===== config.mk =====
export PLATFORM = sky130hd
export DESIGN_NAME = warmboot_seq
export DESIGN_NICKNAME = d
export VERILOG_FILES = /design/src/rtl/warmboot_seq.sv
export SDC_FILE = /design/constraint.sdc
export NUM_CORES = 1
export LEC_CHECK = 0
export ABC_AREA = 1
export CAP_MARGIN = 5
export CORE_AREA = 2 2 58 60
export DETAILED_ROUTE_END_ITERATION = 10
export DIE_AREA = 0 0 60 62
export PLACE_DENSITY = 0.71
export RECOVER_POWER = 25
export SLEW_MARGIN = 10
export SYNTH_ARGS = -nofsm -noshare
export SYNTH_HDL_FRONTEND = slang
export SYNTH_SLANG_ARGS = --single-unit

===== constraint.sdc =====
create_clock -name CLK1 -period 1.95 [get_ports CLK1]
set_clock_uncertainty 0.1 [all_clocks]
set_input_delay 0.4875 -clock CLK1 [delete_from_list [all_inputs] [get_ports CLK1]]
set_output_delay 0.4875 -clock CLK1 [all_outputs]
set_load 0.1 [all_outputs]

===== src/rtl/warmboot_seq.sv =====
// ============================================================================
// Module      : warmboot_seq
// Description : Bus-programmable N-image warm-boot sequencer for SB_WARMBOOT.
//               Optional watchdog fallback enabled by WARMBOOT_WDT_EN.
// Revision    : 1.0 - initial release
// ============================================================================
`default_nettype none

module warmboot_seq #(
    parameter int         NUM_IMAGES   = 4,
    parameter logic [7:0] KEY          = 8'hA5,
    parameter int         ARM_TIMEOUT  = 255,
    parameter int         SETUP_CYCLES = 16,
    parameter int         PULSE_CYCLES = 4,
    parameter int         WDT_CYCLES   = 2**20
) (
    input  logic       CLK1,
    input  logic       RESET,
    input  logic       WR_STB,
    input  logic [1:0] WR_ADDR,
    input  logic [7:0] WR_DATA,
    output logic [7:0] RD_DATA,
    output logic       BUSY,
    output logic       S0,
    output logic       S1,
    output logic       BOOT
);

    localparam logic [2:0] c_IDLE  = 3'd0;
    localparam logic [2:0] c_ARMED = 3'd1;
    localparam logic [2:0] c_SETUP = 3'd2;
    localparam logic [2:0] c_PULSE = 3'd3;
    localparam logic [2:0] c_DONE  = 3'd4;

    localparam int c_ARM_W   = $clog2(ARM_TIMEOUT + 1);
    localparam int c_SEQ_MAX = (SETUP_CYCLES > PULSE_CYCLES) ? SETUP_CYCLES : PULSE_CYCLES;
    localparam int c_SEQ_W   = $clog2(c_SEQ_MAX + 1);

    localparam logic [7:0]         c_NUM_IMG  = 8'(NUM_IMAGES);
    localparam logic [c_ARM_W-1:0] c_ARM_LD   = c_ARM_W'(ARM_TIMEOUT);
    localparam logic [c_SEQ_W-1:0] c_SETUP_LD = c_SEQ_W'(SETUP_CYCLES);
    localparam logic [c_SEQ_W-1:0] c_PULSE_LD = c_SEQ_W'(PULSE_CYCLES - 1);

    generate
        if (NUM_IMAGES < 2 || NUM_IMAGES > 4 || ARM_TIMEOUT < 1 || SETUP_CYCLES < 1 ||
            PULSE_CYCLES < 1 || WDT_CYCLES < 1) begin : g_param_check
            $error("warmboot_seq: parameter out of range");
        end
    endgenerate

    logic [2:0]         r_state;
    logic [1:0]         r_image;
    logic               r_err;
    logic               r_busy;
    logic               r_boot;
    logic [c_ARM_W-1:0] r_arm_cnt;
    logic [c_SEQ_W-1:0] r_seq_cnt;

    logic w_wr_key;
    logic w_wr_img;
    logic w_wr_kick;
    logic w_img_ok;
    logic w_wdt_live;
    logic w_wdt_expire;
    logic w_wdt_fired;

    assign w_wr_key   = WR_STB && (WR_ADDR == 2'd0);
    assign w_wr_img   = WR_STB && (WR_ADDR == 2'd1);
    assign w_wr_kick  = WR_STB && (WR_ADDR == 2'd2);
    assign w_img_ok   = (WR_DATA < c_NUM_IMG);
    assign w_wdt_live = (r_state == c_IDLE) || (r_state == c_ARMED);

`ifdef WARMBOOT_WDT_EN
    localparam int                 c_WDT_W    = (WDT_CYCLES > 1) ? $clog2(WDT_CYCLES) : 1;
    localparam logic [c_WDT_W-1:0] c_WDT_LAST = c_WDT_W'(WDT_CYCLES - 1);

    // Counts elapsed cycles upward so the reset value is zero; expiry is the last count.
    logic [c_WDT_W-1:0] r_wdt_cnt;
    logic               r_wdt_fired;

    assign w_wdt_expire = w_wdt_live && !w_wr_kick && (r_wdt_cnt == c_WDT_LAST);
    assign w_wdt_fired  = r_wdt_fired;

    always_ff @(posedge CLK1 or posedge RESET) begin
        if (RESET) begin
            r_wdt_cnt   <= '0;
            r_wdt_fired <= 1'b0;
        end else if (w_wdt_live) begin
            if (w_wr_kick) begin
                r_wdt_cnt <= '0;
            end else if (r_wdt_cnt != c_WDT_LAST) begin
                r_wdt_cnt <= r_wdt_cnt + 1'b1;
            end
            if (w_wdt_expire) begin
                r_wdt_fired <= 1'b1;
            end
        end
    end
`else
    assign w_wdt_expire = 1'b0;
    assign w_wdt_fired  = 1'b0;
`endif

    always_ff @(posedge CLK1 or posedge RESET) begin
        if (RESET) begin
            r_state   <= c_IDLE;
            r_image   <= 2'd0;
            r_err     <= 1'b0;
            r_busy    <= 1'b0;
            r_boot    <= 1'b0;
            r_arm_cnt <= '0;
            r_seq_cnt <= '0;
        end else begin
            case (r_state)
                c_IDLE: begin
                    if (w_wdt_expire) begin
                        r_state   <= c_SETUP;
                        r_image   <= 2'd0;
                        r_busy    <= 1'b1;
                        r_seq_cnt <= c_SETUP_LD;
                    end else if (w_wr_key && (WR_DATA == KEY)) begin
                        r_state   <= c_ARMED;
                        r_err     <= 1'b0;
                        r_arm_cnt <= c_ARM_LD;
                    end
                end
                c_ARMED: begin
                    // Priority: watchdog, then image/key writes, then arm timeout.
                    if (w_wdt_expire) begin
                        r_state   <= c_SETUP;
                        r_image   <= 2'd0;
                        r_busy    <= 1'b1;
                        r_seq_cnt <= c_SETUP_LD;
                    end else if (w_wr_img) begin
                        if (w_img_ok) begin
                            r_state   <= c_SETUP;
                            r_image   <= WR_DATA[1:0];
                            r_busy    <= 1'b1;
                            r_seq_cnt <= c_SETUP_LD;
                        end else begin
                            r_state <= c_IDLE;
                            r_err   <= 1'b1;
                        end
                    end else if (w_wr_key) begin
                        r_state <= c_IDLE;
                    end else if (r_arm_cnt <= c_ARM_W'(1)) begin
                        r_state <= c_IDLE;
                    end else begin
                        r_arm_cnt <= r_arm_cnt - 1'b1;
                    end
                end
                c_SETUP: begin
                    if (r_seq_cnt == '0) begin
                        r_state   <= c_PULSE;
                        r_boot    <= 1'b1;
                        r_seq_cnt <= c_PULSE_LD;
                    end else begin
                        r_seq_cnt <= r_seq_cnt - 1'b1;
                    end
                end
                c_PULSE: begin
                    if (r_seq_cnt == '0) begin
                        r_state <= c_DONE;
                        r_boot  <= 1'b0;
                    end else begin
                        r_seq_cnt <= r_seq_cnt - 1'b1;
                    end
                end
                c_DONE: begin
                    r_boot <= 1'b0;
                end
                default: begin
                    r_state <= c_IDLE;
                    r_boot  <= 1'b0;
                    r_busy  <= 1'b0;
                end
            endcase
        end
    end

    assign RD_DATA = {r_busy, (r_state == c_ARMED), r_err, w_wdt_fired, 2'b00, r_image};
    assign BUSY    = r_busy;
    assign S0      = r_image[0];
    assign S1      = r_image[1];
    assign BOOT    = r_boot;

endmodule

`default_nettype wire

======== After elaboration in Yosys (flattened, before gate mapping) ========
Cells that the tools add are included.
storage, ports and cells
  logic and storage cells ................. 76
  ROM bits ................................ 0
  bits in latches ......................... 0
  memories kept ........................... 0
  RAM bits ................................ 0
  register bits ........................... 21
  output and inout bits ................... 12
  input port bits ......................... 13
cells by class
  magnitude comparators ................... 2
  multiplexer cells ....................... 28
  div/mod/pow operators ................... 0
  multipliers ............................. 0
  reductions and logical operators ........ 17
  shift-type cells ........................ 0
  bitwise gates (word level) .............. 3
  eq/ne operators ......................... 17
  add/sub/neg operators ................... 2
operators by type and width
  cell                   count
  $mux W8                4
  $mux W5                4
  $mux W3                6
  $pmux W8 S2            1
  $pmux W3 S5            1
  $pmux W5 S3            1
  $ne A2 B2 Y1 const B   7
  $reduce_and A5 Y1      2
  $reduce_and A3 Y1      3
  $eq A8 B8 Y1 const B   1
  $le A8 B1 Y1 const B   1
  $lt A8 B3 Y1 const B   1
  $reduce_and A4 Y1      2
  $sub A8 B1 Y8 const B  1
  $mux W1                7
  $eq A3 B2 Y1 const B   2
  $ne A2 B1 Y1 const B   3
  $logic_not A5 Y1       1
  $sub A5 B1 Y5 const B  1
  $ne A4 B1 Y1 const B   1
  $pmux W1 S2            2
  $reduce_or A4 Y1       1
  $eq A3 B1 Y1 const B   1
  $eq A3 B3 Y1 const B   1
  10 further kinds       14

======== Depth between registers and ports, before layout ========
  depth after elaboration ................. 5
  depth in mapped cells ................... 10
  depth with buffers taken out ............ 10

======== Worst setup path after synthesis ========
No wires, ideal clock.
  kind .................................... register to output
  start point ............................. register r_image[0]
  end point ............................... output RD_DATA[0]
  path buffers ............................ 1
  required time ........................... 1362 ps
  slack ................................... 23 ps
  stages on the path, launching flop included .. 2
  arrival time ............................ 1340 ps
  cells stage by stage .................... dfrtp_1 -> buf_4
RTL lines
  item                    line  text
  start, declared         52    logic [1:0] r_image;
  start signal, assigned  137   r_image <= WR_DATA[1:0];
  end, declared           22    output logic [7:0] RD_DATA,
No word-level cell between the ends.

======== Worst setup path after layout ========
  start point ............................. register r_state[2]
  end point ............................... output RD_DATA[6]
between the ends
  word-level cells in the longest chain between the ends .. 1
ends and longest elaborated chain
  item                    line  text
  start, declared         51    logic [2:0] r_state;
  start signal, assigned  106   r_state <= c_IDLE;
  start signal, assigned  117   r_state <= c_SETUP;
  start signal, assigned  122   r_state <= c_ARMED;
  $eq A3 B1 Y1            181   assign RD_DATA = {r_busy, (r_state == c_ARMED), r_err, w_wdt_fired, 2'b00, r_image};
No other way between the ends.

==> flow_summary.yaml <==
worst_setup_path:
  arrival_ns: 1.25
  path_class: "reg -> out"
  path_cells: "inv_2 > nand2_2 > nor2_4 > buf_12"
  r2r_setup_slack_ns: 0.29
  end_kind: "primary output"
  crit_fanout: 4
  r2r-end: "r_seq_cnt[0]"
  cp_top_family: "flip-flops"
  cp.buffers_inverters: 2
  r2r-start: "r_seq_cnt[0]"
  r2r_cells: 9
  crit_slowest_cell: "dfrtp_2"
  critPathMaxStageDelay_ns: 0.43
  cp.required_ns: 1.36
  critPathLaunchType: "register"
hold_path:
  hold_path_depth: 2
  whs_endpoint: "r_seq_cnt[0]"
  min_from: "r_seq_cnt[0]"
  worstHoldPathType: "reg -> reg"
die:
  dieArea_sq_um: 3720
  start_util_pct: 47.42
  ios: 25
  core_area_sq_um: 3179
  die_x_um: 60
  rows: 21
  die_y_um: 62
sta:
  setup_viol: 0
  drv_slew: 0
  fin_crit_sh_pct: 94.14
  hold_viol: 0
  worst_pin_slew_ns: 0.5314
  fmax_mhz: 544.7
  slew_headroom_pct: 64.57
  rsz0062_at_grt: "no"
  period_needed_ns: 1.836
clock_network:
  numCtsBuffers: 3
  tritoncts: "done"
  cts_root_buffer: "clkbuf_4"
  htreeDepth: 1
  clk_path_buf_depth: 2
  clkTransAtPathRegs_ns: 0.12
  cts_sinks: 21
  insertion_delay_ns: 0.30
  hold_buffers: 0
layout:
  drive_above_1_share_pct: 14.57
  final_cell_mix: "82 x nand2_1, 31 x nand3_1, 25 x inv_1"
  n_antenna_cell: 0
  fill_cells: 297
  nNetsFinal: 271
  final_cell_area_sq_um: 1886
  layout.cells.non_filler: 300
  final_common_cell: "nand2_1"
  seqCellArea_sq_um: 528.0
  multi_input_area_sq_um: 800.8
  final_util_pct: 59.31
  area_growth_pct: 25.06
routing:
  drt_iter0_drc: 61
  drcViolationCount: 0
  antenna_left: 0
  wl_per_cell_um: 10.45
  num_vias: 1424
  dr.pass1.iters: 4
  avgViaCountPerCell: 4.747
  drt-total-wl_um: 3135
pwr:
  seqPwrFrac_pct: 60.6
  power_density_nw_per_um2: 381.0
  p_sw_uw: 180.0
  p_comb_share_pct: 10.4
  p_leak_nw: 0.9687
  vdd.ir_drop.worst_mv: 0.2868
  p_int_uw: 538.5
  clockPowerShare_pct: 29.0
  swShare_pct: 25.05
placement:
  dpl_cell_area_sq_um: 1843
  port_buffers: 21
  place_congestion: 0.8793
  place_hpwl_um: 2445
  placedCellCount: 294
global_route:
  track_usage_pct: 19.60
  grt.overflow.total: 0
  grt_max_degree: 22
  grt_pass1_vias: 1327
  grt_first_pass_wirelength_um: 5644
  antenna_found_initial: 0
yosys:
  synth-seq-cells: 21
  synth_area_leader_cell: "dfrtp_1"
  ys_top_cells_by_area: "dfrtp_1 35%, nand2_1 20%, nand3_1 10%"
  synth.avg_cell_area_sq_um: 6.613
  yosys.area.top_type_share_pct: 34.85
  yosys_warnings: 0
  netlist_instances: 228
  synth_seq_area_share_pct: 34.85
  synth_area_sq_um: 1508
  synth_cell_types: 23
flow_run:
  maxCapViolCount: 0
status:
  status: "completed"
worst min-delay path: cells and delay by family (launching register included):
| kind | cells | cell delay, ns |
|---|---|---|
| DFF | 1 | 0.38 |
| and+or+nand+nor | 2 | 0.12 |
per-stage QoR:
step                setup TNS [ns]  hold slack (ns)  setup WS (ns)  total power, mW
global placement          -0.07735           0.3909       -0.01824           0.5207
detailed placement        -0.03882           0.3916       -0.01339           0.5208
floorplan                        0           0.3428        0.02256           0.4912
finish                           0           0.4251         0.1142           0.7184
global route                     0           0.4440        0.03596           0.7637
CTS                              0           0.4024        0.04439           0.7383
repair_timing:
| action | 4_1_cts | 5_1_grt |
|---|---|---|
| resized for setup | 1 | 2 |
| pin swaps | 1 | 0 |
| endpoints found under the setup margin | 1 | 1 |
| hold endpoints to repair | 0 | 0 |
| setup buffers | 2 | 0 |
layout make-up:
class	instances	area share [%]
clock buffer	3	1.194
tap	46	3.052
multi-input combinational	171	42.47
clock inverter	1	0.2654
sequential	21	28.00
timing repair buffer	30	19.38
inverter	28	5.640
kinds of logic after synthesis:
logic type / count (synthesis) / synth area share (%)
AOI/OAI and AO/OA: 9 / 3.901
other: 1 / 0.2487
adders and majority gates: 3 / 2.490
xor gates and xnor gates: 2 / 1.162
buffers and inverters: 38 / 12.53
and+or+nand+nor: 154 / 44.81
DFF: 21 / 34.85
per-layer routing:
layer	part of all wire (%)	track usage, %	wire (um)	vias up
li1	-	-	-	761
met1	49	26.57	1530	639
met2	48	33.23	1502	22
met3	2.7	2.692	85	2
met4	0.48	4.762	15	0
met5	0	0	0	-
power groups by stage:
stage / combinational (mW) / clock, mW / sequential [mW]
4_1_cts: 0.0770 / 0.226 / 0.436
3_5_place_dp: 0.0769 / 0 / 0.444
5_1_grt: 0.0828 / 0.245 / 0.436
3_3_place_gp: 0.0768 / 0 / 0.444
6_report: 0.0747 / 0.208 / 0.436
2_1_floorplan: 0.0467 / 0 / 0.444
flip-flops by register name, indices dropped and copies added (netlist names):
| register | flops |
|---|---|
| BUSY | 1 |
| r_arm_cnt | 8 |
| r_image | 2 |
| r_seq_cnt | 5 |
| r_err | 1 |
| r_state | 3 |
| BOOT | 1 |
worst max path at each step:
stage | cells after the start | start | endpoint | slack, ns
2_1_floorplan | 1 | r_image[0] | RD_DATA[0] | 0.02
3_3_place_gp | 6 | WR_STB | r_seq_cnt[3] | -0.02
3_5_place_dp | 6 | WR_STB | r_seq_cnt[3] | -0.01
4_1_cts | 3 | r_state[0] | RD_DATA[6] | 0.04
5_1_grt | 4 | r_state[2] | RD_DATA[6] | 0.04
6_report | 4 | r_state[2] | RD_DATA[6] | 0.11
synthesized netlist by cell type (all sizes together):
master and instances:
buf 10, xor2 1, a21oi 3, xnor2 1, dfrtp 21, nand4 8
o211ai 1, clkinv 1, nor2b 1, ha 3, inv 27, nor2 27
nand2 86, nand3 32, o21ai 5, conb 1
Note: power is estimated with default switching activity, not from simulation.
==> RTL edit, RTL diff (same flow settings) <==
The parameter `SETUP_CYCLES` goes from 16 to 32.
--- a/src/rtl/warmboot_seq.sv
+++ b/src/rtl/warmboot_seq.sv
@@ -12,3 +12,3 @@
     parameter int         ARM_TIMEOUT  = 255,
-    parameter int         SETUP_CYCLES = 16,
+    parameter int         SETUP_CYCLES = 32,
     parameter int         PULSE_CYCLES = 4,
Check against the original RTL: no difference found for any inputs over 10 cycles, from zero or initial values and one cycle with RESET high; that may be too few to reach the edited logic, so the function may still have changed.
==> RTL edit against the original RTL <==
Setup slack improved by 0.039 ns. Area after synthesis rose by 8.4%. Final area rose by 8.0%. Total power rose by 24%. Critical path depth did not move. Maximum frequency rose by 2.2%. Via count rose by 11%. Wire length rose by 13%. Die area did not move. Sequential cell count rose by 1. Synthesized cell count rose by 9.6%. Highest routed layer unchanged.
==> RTL edit: results <==
set metrics [dict create \
    syn_avg_cell_area_sq_um 6.536 \
    p_clk_mw 0.361 \
    vias_per_cell 4.916 \
    post-place-cells 316 \
    post-place-ws_ns -0.05286 \
    signal_buffers 31 \
    status "completed" \
    whs_endpoint "r_arm_cnt[1]" \
    nMultiInputCombCells 190 \
    arrival_ns 1.21 \
    track_usage_pct 21.57 \
    clk_pin_slew_ns 0.14 \
    placed_area_sq_um 1978 \
    p_sw_mw 0.2003 \
    holdWs_ns 0.4219 \
    worstPathMaxFanout 3 \
    regArea_sq_um 551.8 \
    ys_types 24 \
    drive_gt1_share_pct 15.27 \
    n_sequential_cell 22 \
    seqAreaFraction_pct 27.09 \
    reg2reg_from "r_state[1]" \
    reg_top3 "r_arm_cnt: 8 flops, r_seq_cnt: 6 flops, r_state: 3 flops" \
    crit_path_top_delay_cell "dfrtp_1" \
    synth_commonest_cells "nand2_1 (89), nand3_1 (31), nor2_1 (30)" \
    clock_cell_area_share_pct 2.580 \
    multiInputGateArea_sq_um 897.1 \
    grt_pass1_wl_um 6285 \
    buffer_area_share_pct 18.30 \
    grt_pass1_vias 1553 \
    hold_start "r_arm_cnt[1]" \
    wire_per_inst_um 11.08 \
    r2r_cells 7 \
    synthTopCellsByArea "dfrtp_1 (34%), nand2_1 (20%), nand3_1 (9.5%), nor2_1 (6.9%), inv_1 (5.1%)" \
    p_total_mw 0.8906 \
]
## RTL edit: changes by cell type in the layout (fill, tap and decap cells not counted), moves of 2 or more
cell,delta
nand2_1,+7
inv_2,+4
clkinv_2,-2
dfrtp_1,+2
nor2_1,+6
o21ai_0,+4
inv_1,-3
a21oi_1,-2
nor2_2,+2
## RTL edit: timing repair
| item | 4_1_cts | 5_1_grt |
|---|---|---|
| setup endpoints to repair | 1 | 0 |
| buffers inserted | 1 | 0 |
| hold buffers | 0 | 0 |
| resized for setup | 1 | 0 |
## RTL edit: how the worst max path moves through the flow
| stage | depth (start not counted) | from | slack (ns) | end |
|---|---|---|---|---|
| after floorplan | 1 | r_image[0] | 0.02 | RD_DATA[0] |
| after global placement | 6 | WR_STB | -0.01 | r_seq_cnt[2] |
| after detailed placement | 6 | WR_ADDR[0] | -0.05 | r_seq_cnt[5] |
| after CTS | 4 | r_state[2] | 0.14 | RD_DATA[6] |
| after global routing | 7 | r_state[1] | 0.06 | r_seq_cnt[5] |
| final | 4 | r_state[2] | 0.15 | RD_DATA[6] |
## RTL edit: kinds of logic (layout without fill, tap and decap cells)
logic type	Yosys count	count (layout)	synth area share [%]
compound gates	12	12	4.058
xor+xnor	2	2	1.072
fa+ha+maj	4	4	3.063
buf+inv	40	63	11.87
flops	22	22	33.69
other cells	1	3	0.2295
simple gates	169	169	46.02
## RTL edit: per-layer routing
layer | wire length [um] | track usage [%] | part of all wire (%) | up-vias
li1 | - | - | - | 826
met1 | 1665 | 26.30 | 47 | 725
met4 | 18 | 5.079 | 0.51 | 0
met5 | 0 | 0 | 0 | -
met2 | 1789 | 40.22 | 50 | 25
met3 | 82 | 2.899 | 2.3 | 2
